$ cat config.mk
export PLATFORM = sky130hd
export DESIGN_NAME = sm4_axis_block_packer
export DESIGN_NICKNAME = d
export VERILOG_FILES = /design/src/rtl/sm4_axis_block_packer.sv
export SDC_FILE = /design/constraint.sdc
export NUM_CORES = 1
export LEC_CHECK = 0
export CAP_MARGIN = 30
export CORE_MARGIN = 1
export CORE_UTILIZATION = 25
export CTS_CLUSTER_DIAMETER = 60
export DETAILED_ROUTE_END_ITERATION = 10
export GPL_TIMING_DRIVEN = 0
export PLACE_DENSITY_LB_ADDON = 0.1
export SYNTH_ARGS = -nofsm -noshare
export SYNTH_HDL_FRONTEND = slang
export SYNTH_SLANG_ARGS = --single-unit
$ cat constraint.sdc
create_clock -name clk -period 2.2 [get_ports clk]
set_input_delay 0.22 -clock clk [delete_from_list [all_inputs] [get_ports clk]]
set_output_delay 0.22 -clock clk [all_outputs]
set_load 0.005 [all_outputs]
$ cat src/rtl/sm4_axis_block_packer.sv
// Packs an AXI-Stream byte stream into 128-bit blocks for an SM4 core,
// with zero or PKCS#7 padding on the final block of each packet.
//
// state     | meaning
// ----------+-----------------------------------------------------------
// ST_FILL   | accepting beats into the accumulator (s_axis_tready high)
// ST_HOLD   | accumulator complete, waiting for the output register
// ST_PADBLK | packet ended on a full block, extra 0x10 pad block pending
module sm4_axis_block_packer #(
    parameter int S_BYTES  = 1,
    parameter int USER_W   = 8,
    parameter int PAD_MODE = 1
) (
    input  logic                   clk,
    input  logic                   rst_n,
    input  logic [8*S_BYTES-1:0]   s_axis_tdata,
    input  logic [S_BYTES-1:0]     s_axis_tkeep,
    input  logic                   s_axis_tvalid,
    output logic                   s_axis_tready,
    input  logic                   s_axis_tlast,
    input  logic [USER_W-1:0]      s_axis_tuser,
    output logic [127:0]           m_blk_data,
    output logic                   m_blk_valid,
    input  logic                   m_blk_ready,
    output logic                   m_blk_last,
    output logic [4:0]             m_blk_pad,
    output logic [USER_W-1:0]      m_blk_user
);

    typedef enum logic [1:0] {ST_FILL, ST_HOLD, ST_PADBLK} state_t;

    state_t              r_state;
    state_t              w_state_nxt;

    logic                r_live;
    logic [127:0]        r_acc;
    logic [4:0]          r_fill;
    logic                r_pkt_end;
    logic                r_first;
    logic [USER_W-1:0]   r_user;

    logic                r_out_valid;
    logic [127:0]        r_out_data;
    logic                r_out_last;
    logic [4:0]          r_out_pad;
    logic [USER_W-1:0]   r_out_user;

    logic                w_beat;
    logic                w_slot_free;
    logic                w_move;
    logic                w_padblk_go;
    logic                w_need_padblk;
    logic [4:0]          w_beat_bytes;
    logic [4:0]          w_fill_app;
    logic [127:0]        w_beat_word;
    logic [127:0]        w_acc_app;
    logic [4:0]          w_pad_n;
    logic [7:0]          w_pad_byte;
    logic [127:0]        w_padded;
    logic                w_blk_last;

    // r_live keeps tready low until the first edge after reset release
    assign s_axis_tready = r_live && (r_state == ST_FILL);
    assign w_beat        = s_axis_tvalid && s_axis_tready;
    assign w_slot_free   = !r_out_valid || m_blk_ready;
    assign w_move        = (r_state == ST_HOLD) && w_slot_free;
    assign w_padblk_go   = (r_state == ST_PADBLK) && w_slot_free;
    assign w_fill_app    = r_fill + w_beat_bytes;

    // A packet ending exactly on a full block needs a separate all-pad block in PKCS#7 mode
    assign w_need_padblk = (PAD_MODE == 1) && r_pkt_end && (r_fill == 5'd16);
    assign w_blk_last    = r_pkt_end && !w_need_padblk;

    assign w_pad_n       = 5'd16 - r_fill;
    assign w_pad_byte    = (PAD_MODE == 1) ? {3'b000, w_pad_n} : 8'h00;

    assign m_blk_valid   = r_out_valid;
    assign m_blk_data    = r_out_data;
    assign m_blk_last    = r_out_last;
    assign m_blk_pad     = r_out_pad;
    assign m_blk_user    = r_out_user;

    // Byte count of the current beat: full width, or up to the highest kept lane on tlast
    always_comb begin
        w_beat_bytes = 5'(S_BYTES);
        if (s_axis_tlast && (s_axis_tkeep != '0)) begin
            w_beat_bytes = '0;
            for (int i = 0; i < S_BYTES; i++) begin
                if (s_axis_tkeep[i]) w_beat_bytes = 5'(i + 1);
            end
        end
    end

    // Left-align the valid beat bytes, then shift them behind the bytes already held
    always_comb begin
        w_beat_word = '0;
        for (int j = 0; j < S_BYTES; j++) begin
            if (5'(j) < w_beat_bytes) w_beat_word[127-8*j -: 8] = s_axis_tdata[8*j +: 8];
        end
        w_acc_app = r_acc | (w_beat_word >> {r_fill, 3'b000});
    end

    // Fill the unused tail of the accumulator with pad bytes
    always_comb begin
        w_padded = '0;
        for (int p = 0; p < 16; p++) begin
            w_padded[127-8*p -: 8] = (5'(p) < r_fill) ? r_acc[127-8*p -: 8] : w_pad_byte;
        end
    end

    // State register
    always_ff @(posedge clk or negedge rst_n) begin
        if (!rst_n) r_state <= ST_FILL;
        else        r_state <= w_state_nxt;
    end

    // Next-state decode
    always_comb begin
        w_state_nxt = r_state;
        case (r_state)
            ST_FILL:   if (w_beat && ((w_fill_app == 5'd16) || s_axis_tlast)) w_state_nxt = ST_HOLD;
            ST_HOLD:   if (w_slot_free) w_state_nxt = w_need_padblk ? ST_PADBLK : ST_FILL;
            ST_PADBLK: if (w_slot_free) w_state_nxt = ST_FILL;
            default:   w_state_nxt = ST_FILL;
        endcase
    end

    // Accumulator, fill count and packet tag tracking
    always_ff @(posedge clk or negedge rst_n) begin
        if (!rst_n) begin
            r_live    <= 1'b0;
            r_acc     <= '0;
            r_fill    <= '0;
            r_pkt_end <= 1'b0;
            r_first   <= 1'b1;
            r_user    <= '0;
        end else begin
            r_live <= 1'b1;
            if (w_beat) begin
                r_acc     <= w_acc_app;
                r_fill    <= w_fill_app;
                r_pkt_end <= s_axis_tlast;
                r_first   <= s_axis_tlast;
                if (r_first) r_user <= s_axis_tuser;
            end else if (w_move) begin
                r_acc     <= '0;
                r_fill    <= '0;
                r_pkt_end <= 1'b0;
            end
        end
    end

    // Output register: loaded from HOLD or PADBLK, cleared only by an accepted transfer
    always_ff @(posedge clk or negedge rst_n) begin
        if (!rst_n) begin
            r_out_valid <= 1'b0;
            r_out_data  <= '0;
            r_out_last  <= 1'b0;
            r_out_pad   <= '0;
            r_out_user  <= '0;
        end else if (w_move) begin
            r_out_valid <= 1'b1;
            r_out_data  <= w_padded;
            r_out_last  <= w_blk_last;
            r_out_pad   <= w_pad_n;
            r_out_user  <= r_user;
        end else if (w_padblk_go) begin
            r_out_valid <= 1'b1;
            r_out_data  <= {16{8'h10}};
            r_out_last  <= 1'b1;
            r_out_pad   <= 5'd16;
            r_out_user  <= r_user;
        end else if (m_blk_ready) begin
            r_out_valid <= 1'b0;
        end
    end

endmodule

==> results.yml, run 1 <==
outcome:
  status: "complete, no violations"
detailed_routing:
  drt_iter0_drc: 658
  vias: 9457
  ant_nets: 0
  drc: 0
  drt_wl_total_mm: 48.2
  drt-wirelength-per-cell_um: 25.0
  drt_pass1_iterations: 5
  vias_per_cell: 4.92
sta:
  setup_violations: 0
  tns_ps: 0
  fin_ws_ps: 38.9
  hold_violations: 0
  post-route-period-util_pct: 98.2
  fmax_ghz: 0.463
  tightest_slew_ps: 946
  timing.hold.ws_ps: 306
  rsz0062_at_grt: "true"
  report.final.slew_viol_count: 0
  clock_skew_ps: 16.8
  min_period_ps: 2160
  relSlewSlack_pct: 36.4
final_layout:
  drive_above_1_share_pct: 14.0
  stdcell_area_um2: 15600
  fin_util_pct: 33.6
  final_cell_mix: "288 x dfrtp_1, 173 x nand2_1, 161 x clkdlybuf4s50_1"
  syn_to_final_growth_pct: 32.7
  diodes: 0
  final_cells: 1924
  final_nets: 1318
  layout_commonest_cell: "dfrtp_1"
pwr:
  power_mw: 18.1
  vdd_drop_max_mv: 0.453
  leakagePower_nw: 7.00
  powerDensity_nw_per_um2: 1160
global_route:
  overflow: 0
  grt_antenna_before_repair: 1
  grt_use_met3_pct: 3.26
  grt_pass1_wl_mm: 69.8
  busiest_layer: "met2"
  grt_max_degree: 110
  globalRouteMet2Util_pct: 31.2
  grt_util_met1_pct: 29.3
  grt_pass1_vias: 9517
  grtUsageTotal_pct: 20.3
logic_synthesis:
  synth-xor-area-share_pct: 0.223
  synth_top_family_by_area: "compound AO/OA/AOI/OAI gates"
  synth-simple-area-share_pct: 13.8
  synth_adder_area_share_pct: 0.425
  synthMuxAreaShare_pct: 2.30
  synth-main-ff-cell: "dfrtp_1"
  synth_cells: 1082
  synth_edf_count: 0
  ys_seq_area_share_pct: 61.5
  ys_seq_elements: 289
  ys_types: 60
  synth_compound_area_share_pct: 17.9
  synth_area_per_cell_um2: 10.9
  ys.warnings.count: 0
  synthArstFlopShare_pct: 100
  netlist_area_um2: 11800
min_path:
  holdCritPathClass: "input port to flop"
floorplan:
  core_area_um2: 46500
  fp-row-count: 79
  die_h_um: 219
  floorplan.initialDensity_pct: 25.3
  die_x_um: 219
  die-area_um2: 47900
  io_pins: 166
clock_network:
  clockBufferDepth: 3
  cts.htree.levels: 2
  cts_buffers: 36
  clock_latency_ps: 530
  cts.sinks: 289
  cts_root_buf: "clkbuf_16"
  cts.clk_slew.worst_paths_ps: 60
  cts_tree: "done"
setup_path:
  path_max_fanout: 10
  path_buf_inv: 4
  worstPathRequired_ps: 2620
  cp_slowest_cell: "dfrtp_1"
  cpPeakStageDelay_ps: 400
  startpoint_type: "flop"
  worstPathCellList: "buf_4 -> inv_1 -> ha_4 -> inv_1 -> nor3_2 -> ha_4 -> nor2_4 -> buf_6 -> a211oi_1"
  critPathTopFamily: "buffers and inverters"
  crit_type: "flop to flop"
  end_kind: "flop"
  critPathArrivalTime_ps: 2580
placement:
  numPortBuffers: 162
  hpwl_mm: 34.2
  routabilityCongestion: 0.898
  place_ws_ps: -1300
  dp.cells: 1858
  dpl_cell_area_um2: 14200
run:
  drv_cap: 0
-- sequential cells by signal, summed over array words and instances, names as in the netlist --
signal / cells
r_state: 2
r_pkt_end: 1
r_live: 1
r_user: 8
m_blk_valid: 1
m_blk_data: 128
r_fill: 5
m_blk_user: 8
r_first: 1
r_acc: 128
m_blk_last: 1
m_blk_pad: 5
-- path summary, 6_finish.rpt --
kind                            startpoint              to  slack, ps  cells past startpoint
min                        s_axis_tuser[1]       r_user[1]        310                      2
min reg2reg                        r_first         r_first        460                      2
min in group asynchronous            rst_n  m_blk_data[13]        380                      2
max reg2reg                      r_fill[1]  m_blk_data[52]         40                      9
max in group asynchronous            rst_n       r_acc[55]        740                      3
max                              r_fill[1]  m_blk_data[52]         40                      9
-- synth_stat cells, drive strengths merged, types with 2 or more instances --
cell type	count	area [um2]
dfrtp	288	7210
nand2	174	661
nor2	108	410
o21ai	87	435
a22o	63	552
buf	63	339
a31oi	47	307
a21oi	33	176
clkbuf	28	105
a32o	26	260
nand3	19	95.1
mux2i	18	180
o211ai	17	128
nor3	16	91.3
a211oi	8	60.1
mux2	8	90.1
and2	6	37.5
or2	6	40.1
a32oi	5	43.8
and3	5	31.3
nand2b	5	31.3
nor2b	5	31.3
nor3b	5	37.5
ha	4	50.1
nor4	4	67.6
a221o	3	30.0
inv	3	11.3
nand3b	3	22.5
o31ai	3	22.5
a21o	2	15.0
o21a	2	15.0
or3	2	12.5
xnor2	2	17.5
-- cell families (layout without fill, tap and decap cells) --
family          count (synthesis)  in the layout
simple gates                  363            363
compound gates                302            302
flops                         289            289
buf+inv                        94            328
mux                            26             26
fa+ha+maj                       4              4
xor+xnor                        3              3
other cells                     1              2
-- routing by layer --
layer  vias up  wire length [um]  part of all wire, %
li1       4278                 -                    -
met1      4847             23000                   48
met2       270             21800                   45
met3        62              2290                  4.8
met4         0              1180                  2.4
met5         -                 0                    0
-- power breakdown --
| group | internal, mW | switching [mW] |
|---|---|---|
| registers | 6.44 | 0.813 |
| clock network | 3.60 | 2.34 |
| logic | 2.43 | 2.52 |
-- layout make-up --
class                           count  area (um2)
Buffer                             88         464
Clock buffer                       49        1020
Clock inverter                     14         151
Fill cell                        4747       30800
Inverter                            3        15.0
Multi-Input combinational cell    700        4190
Sequential cell                   289        7230
Tap cell                          607         759
Timing Repair Buffer              174        1780
-- what timing repair did --
action / 4_1_cts / 5_1_grt
pin swaps: 2 / 1
resized for setup: 20 / 23
hold buffers: 1 / 0
setup buffers: 4 / 1
setup endpoints to repair: 62 / 71
hold endpoints to repair: 107 / 0
cloned: 0 / 0
No activity file was read; power rests on OpenSTA's default activity.
==> run 2: changes to the inputs <==
--- a/config.mk
+++ b/config.mk
@@ -9,6 +9,7 @@
 export CORE_MARGIN = 1
 export CORE_UTILIZATION = 25
 export CTS_CLUSTER_DIAMETER = 60
+export CTS_CLUSTER_SIZE = 28
 export DETAILED_ROUTE_END_ITERATION = 10
 export GPL_TIMING_DRIVEN = 0
 export PLACE_DENSITY_LB_ADDON = 0.1
==> results.yml, run 2 (same netlist as run 1, synthesis figures left out) <==
final_layout:
  layout_commonest_cell: "dfrtp_1"
  stdcell_area_um2: 15500
  fin_util_pct: 33.4
  final_cells: 1913
  fillerInstances: 4773
  final_nets: 1310
  final_cell_mix: "288 x dfrtp_1, 173 x nand2_1, 161 x clkdlybuf4s50_1"
  diodes: 0
  syn_to_final_growth_pct: 31.9
  drive_above_1_share_pct: 13.9
clock_network:
  cts_tree: "done"
  cts_root_buf: "clkbuf_16"
  cts_buffers: 28
  cts.htree.levels: 1
  clock_latency_ps: 570
  cts.clk_slew.worst_paths_ps: 70
  cts.sinks: 289
  clockBufferDepth: 3
detailed_routing:
  ant_nets: 0
  drt_wl_total_mm: 47.8
  vias_per_cell: 4.90
  vias: 9376
  drt_iter0_drc: 677
  drt_pass1_iterations: 5
  drc: 0
  drt-wirelength-per-cell_um: 25.0
setup_path:
  critPathArrivalTime_ps: 2580
  crit_type: "flop to flop"
  worstPathRequired_ps: 2660
  end_kind: "flop"
  path_max_fanout: 10
  startpoint_type: "flop"
sta:
  relSlewSlack_pct: 37.4
  timing.hold.ws_ps: 273
  report.final.slew_viol_count: 0
  tightest_slew_ps: 931
  clock_skew_ps: 18.8
  min_period_ps: 2120
  hold_violations: 0
  rsz0062_at_grt: "true"
  post-route-period-util_pct: 96.3
  fin_ws_ps: 81.4
  fmax_ghz: 0.472
  setup_violations: 0
pwr:
  p_int_mw: 12.1
  seq_power_share_pct: 40.7
  powerDensity_nw_per_um2: 1150
  pwr-share-comb_pct: 27.8
  swShare_pct: 32.2
  pwr-share-clk_pct: 31.5
  switchingPower_mw: 5.72
  leakagePower_nw: 6.93
  vdd_drop_max_mv: 0.584
global_route:
  grt_antenna_before_repair: 2
  grt_max_degree: 110
  overflow: 0
  grt_pass1_vias: 9473
  grtUsageTotal_pct: 20.1
  grt_pass1_wl_mm: 69.7
floorplan:
  io_pins: 166
  floorplan.initialDensity_pct: 25.3
  die-area_um2: 47900
  die_h_um: 219
  die_x_um: 219
  core_area_um2: 46500
  fp-row-count: 79
run:
  drv_cap: 0
min_path:
  holdCritPathClass: "input port to flop"
outcome:
  status: "complete, no violations"
placement:
  hpwl_mm: 34.2
  dpl_cell_area_um2: 14200
  routabilityCongestion: 0.898
  dp.cells: 1858
  numPortBuffers: 162
  place_ws_ps: -1300
-- run 2: cell count changes in the layout (fill, tap and decap cells not counted), sizes merged --
| cell | before | now |
|---|---|---|
| clkinv | 10 | 8 |
| inv | 2 | 8 |
| clkbuf | 79 | 61 |
| clkinvlp | 2 | 3 |
| buf | 69 | 68 |
| bufinv | 3 | 6 |
-- run 2: critical path, cell delays in order (launching register included) --
cell,delay (ps)
dfrtp_1,330
buf_2,230
clkbuf_4,280
clkbuf_4,250
nor3_2,80
ha_4,390
nor2_4,80
buf_6,150
a211oi_1,210
-- run 2: layout make-up --
| class | instances | area, um2 | share of cell area, % |
|---|---|---|---|
| plain buffers | 88 | 470 | 3.03 |
| clock buffers | 30 | 739 | 4.77 |
| multi-input cells | 700 | 4190 | 27.0 |
| inverters | 3 | 15.0 | 0.0968 |
| repair buffers | 174 | 1780 | 11.5 |
| well taps | 607 | 759 | 4.89 |
| flip-flops and latches | 289 | 7230 | 46.6 |
| clock inverters | 22 | 328 | 2.11 |
-- run 2: worst paths after layout --
kind / to / slack [ps] / startpoint / cells after the start
min: r_user[1] / 270 / s_axis_tuser[1] / 2
min in group asynchronous: m_blk_data[15] / 330 / rst_n / 2
max reg2reg: m_blk_data[52] / 80 / r_fill[2] / 8
max in group asynchronous: r_acc[53] / 790 / rst_n / 3
max: m_blk_data[52] / 80 / r_fill[2] / 8
min reg2reg: r_first / 460 / r_first / 2
-- run 2: routing by layer --
metal | vias to the layer above | wire length, um | global-route usage (%)
met3 | 44 | 2170 | 2.59
met4 | 0 | 850 | 4.35
met5 | - | 0 | 0
met1 | 4847 | 22900 | 29.4
met2 | 228 | 21900 | 31.5
li1 | 4257 | - | -
-- run 2: repair_timing --
item,CTS,global route
setup endpoints to repair,64,73
resized for setup,21,25
hold buffers,1,0
pin swaps,2,1
hold endpoints to repair,107,0
buffers inserted,4,1
gates cloned,0,0
-- run 2: power by group through the flow --
stage	sequential, mW	clock [mW]	combinational [mW]
floorplan	7.13	0	1.90
global placement	7.39	0	4.77
detailed placement	7.37	0	4.84
CTS	7.28	5.74	4.97
global route	7.39	5.92	5.42
finish	7.25	5.60	4.96
-- run 2: metrics by stage --
stage          setup TNS (ps)  power [mW]
6_report                    0        17.8
5_1_grt                 -17.4        18.7
4_1_cts                 -52.9        18.0
3_5_place_dp           -33170        12.2
3_3_place_gp         -3696780        12.2
2_1_floorplan               0        9.03
==> run 3: changes to the inputs <==
--- a/config.mk
+++ b/config.mk
@@ -6,6 +6,8 @@
 export NUM_CORES = 1
 export LEC_CHECK = 0
 export CAP_MARGIN = 30
+export CELL_PAD_IN_SITES_DETAIL_PLACEMENT = 0
+export CELL_PAD_IN_SITES_GLOBAL_PLACEMENT = 2
 export CORE_MARGIN = 1
 export CORE_UTILIZATION = 25
 export CTS_CLUSTER_DIAMETER = 60
==> results.yml, run 3 (same netlist as run 1, synthesis figures left out) <==
floorplan:
  core_area_um2: 46500
  io_pins: 166
  die_x_um: 219
  die-area_um2: 47900
  die_h_um: 219
  fp-row-count: 79
  floorplan.initialDensity_pct: 25.3
detailed_routing:
  ant_nets: 0
  drt_pass1_iterations: 6
  drc: 0
  drt-wirelength-per-cell_um: 26.0
  vias_per_cell: 4.91
  vias: 9464
  drt_wl_total_mm: 50.1
  drt_iter0_drc: 704
clock_network:
  cts_tree: "done"
  cts_buffers: 34
  cts.htree.levels: 2
  clockBufferDepth: 3
  cts_root_buf: "clkbuf_16"
  cts.clk_slew.worst_paths_ps: 70
  clock_latency_ps: 530
  cts.sinks: 289
setup_path:
  worstPathCellList: "buf_2 -> nand2_1 -> nor3_1 -> and2_1 -> clkbuf_1 -> a22o_1"
  worstPathRequired_ps: 2670
  critPathArrivalTime_ps: 2590
  cp_slowest_cell: "nor3_1"
  end_kind: "flop"
  path_max_fanout: 10
  cpPeakStageDelay_ps: 430
  startpoint_type: "flop"
  crit_type: "flop to flop"
sta:
  fmax_ghz: 0.471
  tightest_slew_ps: 980
  report.final.slew_viol_count: 0
  hold_violations: 0
  timing.hold.ws_ps: 229
  rsz0062_at_grt: "false"
  post-route-period-util_pct: 96.6
  clock_skew_ps: 24.0
  relSlewSlack_pct: 34.7
  setup_violations: 0
  min_period_ps: 2120
global_route:
  grt_max_degree: 93
  grt_pass1_wl_mm: 72.3
  overflow: 0
  grtUsageTotal_pct: 21.3
  grt_antenna_before_repair: 0
  grt_pass1_vias: 9771
pwr:
  switchingPower_mw: 5.79
  power_mw: 18.2
  vdd_drop_max_mv: 0.396
  seq_power_share_pct: 39.6
  pwr-share-clk_pct: 32.4
  p_int_mw: 12.4
  pwr-share-comb_pct: 27.9
  powerDensity_nw_per_um2: 1160
  swShare_pct: 31.8
  leakagePower_nw: 7.02
placement:
  dpl_cell_area_um2: 14300
  numPortBuffers: 162
  hpwl_mm: 35.0
  dp.cells: 1861
  routabilityCongestion: 0.839
final_layout:
  multi_input_area_um2: 4170
  fin_util_pct: 33.7
  syn_to_final_growth_pct: 33.1
  drive_above_1_share_pct: 14.2
  seq_area_um2: 7230
  diodes: 0
  fillerInstances: 4770
  layout_commonest_cell: "dfrtp_1"
  final_cell_mix: "287 x dfrtp_1, 173 x nand2_1, 161 x clkdlybuf4s50_1"
  final_cells: 1927
  final_nets: 1321
  stdcell_area_um2: 15700
run:
  drv_cap: 0
min_path:
  holdCritPathClass: "input port to asynchronous set/reset pin"
outcome:
  status: "complete, no violations"
-- run 3: cell count changes in the layout (fill, tap and decap cells not counted), moves of 2 or more --
cell / change
clkbuf_16: +8
inv_6: -3
or2_4: +2
clkbuf_1: +5
nor2_4: -2
clkbuf_2: -5
nor2_2: +2
buf_4: +4
bufinv_16: -4
clkbuf_4: +3
clkbuf_8: +2
clkinv_2: +4
-- run 3: power groups by stage --
stage	Sequential (mW)	Clock [mW]	Combinational [mW]
floorplan	7.13	0	1.90
global placement	7.33	0	4.83
detailed placement	7.32	0	4.92
CTS	7.23	6.06	5.13
global route	7.35	6.28	5.57
finish	7.22	5.91	5.09
-- run 3: worst paths after layout --
kind                       slack, ps               to            start  cells past startpoint
setup / recovery                  80        r_acc[31]        r_fill[3]                      6
hold / removal                   230    m_blk_user[6]            rst_n                      2
setup reg to reg                  80        r_acc[31]        r_fill[3]                      6
hold reg to reg                  460    m_blk_user[3]        r_user[3]                      2
max in group asynchronous        740  m_blk_data[119]            rst_n                      4
min in group clk                 270        r_acc[96]  s_axis_tdata[0]                      3
-- run 3: area by class of cell --
type                            count  area share, %
Multi-Input combinational cell    700           26.6
Clock buffer                       43           6.25
Sequential cell                   289           46.2
Clock inverter                     18           1.17
Buffer                             87           3.00
Inverter                            3         0.0958
Tap cell                          607           4.85
Timing Repair Buffer              180           11.9
-- run 3: worst max-delay path: cells and delay by family (launching register included) --
| family | cells | cell delay, ps |
|---|---|---|
| AOI/OAI and AO/OA | 1 | 220 |
| DFF | 1 | 310 |
| buffers and inverters | 2 | 630 |
| and+or+nand+nor | 3 | 910 |
-- run 3: per-stage QoR --
stage	setup TNS [ps]	setup WS (ps)
4_1_cts	0	4.28
3_5_place_dp	-38630	-1360
2_1_floorplan	0	133
5_1_grt	0	0.541
6_report	0	75.7
3_3_place_gp	-3766340	-12910
-- run 3: repair_timing --
item,CTS,global route
buffers inserted,6,2
pin swaps,3,1
gates resized for setup,18,26
endpoints found under the hold margin,57,0
setup endpoints to repair,69,107
hold buffers,1,0
-- run 3: routing by layer --
metal  track usage [%]  vias up  part of all wire, %
met5                 0        -                    0
met4              5.21        0                  1.9
met3              4.64       60                  5.6
met2              33.2      285                   46
li1                  -     4279                    -
met1              29.7     4840                   47
